`src/rtl/result_fifo_monitor.sv`:
```
// Result sink for the ornek1 accumulator: a first-word-fall-through FIFO with a valid/ready drain,
// plus saturating counters for over-threshold results and for results lost on overflow.
module result_fifo_monitor #(
  parameter int DEPTH  = 4,
  parameter int THRESH = 60,
  parameter int CNT_W  = 8
) (
  input  logic             clk,
  input  logic             rst,
  input  logic             in_valid_i,
  input  logic [9:0]       in_data_i,
  output logic             in_ready_o,
  output logic             out_valid_o,
  output logic [9:0]       out_data_o,
  input  logic             out_ready_i,
  output logic [CNT_W-1:0] over_cnt_o,
  output logic [CNT_W-1:0] drop_cnt_o,
  output logic             overflow_o
);

  localparam int AW = (DEPTH > 1) ? $clog2(DEPTH) : 1;
  localparam int PW = AW + 1;
  localparam logic [9:0] THRESH_V = 10'(THRESH);

  logic [9:0]    mem [DEPTH];
  logic [PW-1:0] wr_ptr;
  logic [PW-1:0] rd_ptr;
  logic [PW-1:0] rd_ptr_next;
  logic [PW-1:0] count;
  logic          full;
  logic          push;
  logic          pop;
  logic          drop;

  // The extra pointer bit lets the difference of the pointers tell full from empty.
  assign count       = wr_ptr - rd_ptr;
  assign full        = (count == PW'(DEPTH));
  assign in_ready_o  = !full;
  assign out_valid_o = (count != '0);
  assign pop         = out_valid_o & out_ready_i;
  assign push        = in_valid_i & (!full | pop);
  assign drop        = in_valid_i & full & !pop;
  assign rd_ptr_next = rd_ptr + 1'b1;

  always_ff @(posedge clk) begin
    if (push) begin
      mem[wr_ptr[AW-1:0]] <= in_data_i;
    end
  end

  // out_data_o mirrors the head slot in a register so it resets cleanly and never sees in_data_i combinationally.
  always_ff @(posedge clk or posedge rst) begin
    if (rst) begin
      wr_ptr     <= '0;
      rd_ptr     <= '0;
      out_data_o <= '0;
      over_cnt_o <= '0;
      drop_cnt_o <= '0;
      overflow_o <= 1'b0;
    end else begin
      if (push) begin
        wr_ptr <= wr_ptr + 1'b1;
      end
      if (pop) begin
        rd_ptr <= rd_ptr_next;
        if (count > PW'(1)) begin
          out_data_o <= mem[rd_ptr_next[AW-1:0]];
        end else if (push) begin
          out_data_o <= in_data_i;
        end
      end else if (!out_valid_o && push) begin
        out_data_o <= in_data_i;
      end
      if (push && (in_data_i > THRESH_V) && (over_cnt_o != '1)) begin
        over_cnt_o <= over_cnt_o + 1'b1;
      end
      if (drop) begin
        overflow_o <= 1'b1;
        if (drop_cnt_o != '1) begin
          drop_cnt_o <= drop_cnt_o + 1'b1;
        end
      end
    end
  end

endmodule

```
`config.mk`:
```
export PLATFORM = sky130hd
export DESIGN_NAME = result_fifo_monitor
export DESIGN_NICKNAME = d
export VERILOG_FILES = /design/src/rtl/result_fifo_monitor.sv
export SDC_FILE = /design/constraint.sdc
export NUM_CORES = 1
export LEC_CHECK = 0
export CORE_UTILIZATION = 40
export DETAILED_ROUTE_END_ITERATION = 6
export PLACE_DENSITY = 0.59
export SKIP_LAST_GASP = 1
export SLEW_MARGIN = 20
export SYNTH_ARGS = -nofsm -noshare
export SYNTH_HDL_FRONTEND = slang
export SYNTH_SLANG_ARGS = --single-unit
export TNS_END_PERCENT = 100
```
`constraint.sdc`:
```
create_clock -name clk -period 2.89 [get_ports clk]
set_input_delay 0.867 -clock clk [delete_from_list [all_inputs] [get_ports clk]]
set_output_delay 0.867 -clock clk [all_outputs]
set_load 0.02 [all_outputs]
```
==> results list <==
* Result of the run: finished, final reports clean
* Max Slew Vio Count: 0
- Drt via density: 5.013
- Count of endpoints failing setup in the final report: 0
- During I/O placement, the number of pins put on the boundary was 43.
- Measured along the y axis, the die boundary spans 90.80 microns.
- In the final design database the tool counted 287 nets.
- Gate Count Post-Synth: 193
- Synthesized cell area: 0.003154 sq mm
* Area overhead of the layout relative to synthesis: 28.96%
- Global-route wire length before repair: 9.701 mm
- Final Total Pwr: 4.808 mW
* Area of all sequential standard cells: 0.002027 sq mm
* Post-DR wirelength/cell: 15.51 microns
- During synthesis, Yosys emitted a total of 0 warnings.
- H-tree levels: 3
* Vias in the first global route: 1,876
* Cell chain of the critical path: inv_1 > ha_2 > fa_2 > xnor3_2 > or2_4 > buf_6
- In the layout the commonest cells are sky130_fd_sc_hd__clkdlybuf4s50_1 (40), sky130_fd_sc_hd__edfxtp_1 (40), sky130_fd_sc_hd__dfrtp_1 (33).
- Of all nets on the critical path, the largest fanout is 3.
- Setup repair after global routing left no endpoint under its margin.
- Critical-path cell with the highest stage delay: sky130_fd_sc_hd__fa_2
- The clock passes through at most 2 buffers.
- After the first detailed-routing iteration, the DRC count stood at 52.
* Number of routed nets with antenna violations: 0
- Critical path launch point type: flip-flop
- Summed negative setup slack over all endpoints: 0 ps
* Final period demand of the worst path: 2787 ps
* Hold Violations, Final: 0
- For this configuration, the core starts out at a cell density of 0.4103.
- TritonCTS built the clock tree.
- Area of combinational cells with multiple inputs: 0.001104 sq mm
- The clock reaches the later pin of the worst-skew pair after 340 ps.
- Req. time, crit path: 2020 ps
* Maximum number of pins on one net before global-route repair: 34
- The layout has 653 filler cells.
* Die footprint: 0.008245 sq mm
* Number of vias in the routed layout: 1,860
- Delay contributed by the slowest stage of the critical path: 370 ps
- DRT Pass-1 Iters: 4
- The worst setup path is captured at an output pin.
- For this run, the total global-route usage over all layers was measured as 0.1562.
- The region available for standard cell placement spans 0.007687 sq mm.
- In this run the clock root is driven by a sky130_fd_sc_hd__clkbuf_8.
* Initial antenna violation count: 0
- During placement, the flow inserted port buffers numbering 42.
- Total length of routed wires: 5.753 mm
* Setup Skew: 14.26 ps
- The repair_antennas step left the layout with diodes totalling 0.
- Leakage power figure: 1.555 nW
- #FFs+latches synth: 73
- For this run, the register share of the synthesized area comes to 0.6426.
- For the pin with the worst max-slew slack, the measured transition is 585.7 ps.
- Final routed DRC violation total: 0
* Number of max-capacitance violations reported: 0
* Path class of the lowest-slack min-delay path: flip-flop to flip-flop
- X dimension of the die: 90.80 microns
- Total CTS buffers: 9
- STA puts the critical path data arrival time at 1920 ps.
- Total congestion overflow: 0
* Finished Core Util: 0.5291
* Final critical-path share of the clock period: 0.9644
- Synth cell types: 29
* Category of the most critical setup path: flip-flop to output pin
- IR analysis of the VDD net gives a maximum drop of 0.4919 mV.
- Synthesized net count: 216
* Post-synthesis area per instance: 16.34 sq um
- Total number of placement rows: 32
- Timing would allow up to 358.8 MHz.
* Clock sink total: 73
- Rel. slew slack: 0.6095
* Routability-driven placement congestion ratio: 0.7451
- Clock transition at the registers of the reported paths: 70 ps
* Sum of net half-perimeters after detailed placement: 3.754 mm
- Layout cell share with drive strength beyond 1: 0.2937
- For this design the ratio of total power to cell area is 1182 mW/mm^2.
-- cells in the mapped netlist (all sizes together) --
| library cell | n | share of area |
|---|---|---|
| mux4 | 10 | 0.071 |
| xnor3 | 1 | 0.0075 |
| xor2 | 3 | 0.0083 |
| inv | 6 | 0.0071 |
| fa | 1 | 0.0063 |
| and3 | 7 | 0.014 |
| dfrtp | 33 | 0.26 |
| nand4 | 10 | 0.020 |
| nand3 | 6 | 0.0095 |
| clkbuf | 2 | 0.0024 |
| mux2 | 23 | 0.082 |
| ha | 8 | 0.032 |
| and2 | 5 | 0.0099 |
| a32oi | 1 | 0.0052 |
| o31a | 1 | 0.0032 |
| xnor2 | 15 | 0.042 |
| nor2 | 1 | 0.0012 |
| or2 | 1 | 0.0020 |
| edfxtp | 40 | 0.38 |
| nand3b | 1 | 0.0024 |
| nand2 | 5 | 0.0060 |
| or2b | 1 | 0.0024 |
| a21oi | 1 | 0.0028 |
| nor3 | 2 | 0.0032 |
| nor4 | 4 | 0.0079 |
| buf | 1 | 0.0012 |
| or4 | 1 | 0.0036 |
| o21ai | 3 | 0.0048 |
-- worst paths after layout --
check / startpoint / slack [ps] / end / cells after the start
worst max register to register: wr_ptr[0] / 160 / mem[0][6] / 11
worst max-delay path: wr_ptr[0] / 100 / in_ready_o / 6
worst min-delay path: overflow_o / 470 / overflow_o / 1
min in group asynchronous: rst / 920 / out_data_o[5] / 3
worst min register to register: overflow_o / 470 / overflow_o / 1
max in group asynchronous: rst / 1650 / out_data_o[1] / 3
-- registers in the layout, indices dropped and copies added, names as in the netlist --
signal	cells
over_cnt_o	8
wr_ptr	3
drop_cnt_o	8
rd_ptr	3
out_data_o	10
overflow_o	1
mem	40
-- through the flow --
| stage | worst slack, ps | cell area, sq um | cells | hold slack [ps] |
|---|---|---|---|---|
| after detailed placement | -31.89 | 3851 | 352 | 453.5 |
| after global routing | 9.229 | 4068 | 371 | 500.7 |
| after floorplan | 312.2 | 3154 | 193 | 443.3 |
| after CTS | 6.497 | 4055 | 371 | 471.9 |
| after global placement | -22.95 | 3851 | 352 | 453.2 |
| final | 102.9 | 4068 | 371 | 467.7 |
-- kinds of logic after synthesis --
group	Yosys count	share of synthesized area
AO/OA/AOI/OAI	6	0.01587
flip-flops	73	0.6426
XOR/XNOR	19	0.05752
multiplexers	33	0.1535
AND/OR/NAND/NOR	44	0.08171
adder cells (fa/ha/maj)	9	0.03808
buffers and inverters	9	0.01071
-- metal layers --
metal  part of all wire  global-route usage  routed length, microns  vias up
met5                  0                   0                       0        -
met4              0.016             0.06349                      92        0
met3              0.047             0.02946                     272        9
met2               0.47              0.2532                    2711       49
met1               0.47              0.2074                    2676      921
li1                   -                   -                       -      881
-- critical path: cells and delay by family (launching register included) --
| kind | cells | cell delay [ps] |
|---|---|---|
| buf+inv | 2 | 190 |
| xor+xnor | 1 | 240 |
| fa+ha+maj | 2 | 560 |
| simple gates | 1 | 260 |
| flops | 1 | 340 |
-- report_power, final --
group | internal [mW] | leakage (nW) | switching, mW
sequential | 1.43 | 0.767 | 0.166
clock | 0.394 | 0.0937 | 0.365
combinational | 1.38 | 0.694 | 1.06
total | 3.21 | 1.55 | 1.59
-- layout make-up --
cell class / instances / area share
timing repair buffer: 63 / 0.1473
inverter: 6 / 0.005537
clock buffer: 10 / 0.03137
multi-input combinational: 111 / 0.2713
sequential: 73 / 0.4983
tap: 102 / 0.03137
clock inverter: 6 / 0.01476
-- repair_timing --
item / in CTS / in global routing
setup endpoints to repair: 2 / 2
buffers inserted: 3 / 0
hold buffers: 0 / 0
pin swaps: 0 / 1
cloned: 0 / 0
resized for setup: 5 / 8
No activity file was read; power rests on OpenSTA's default activity.
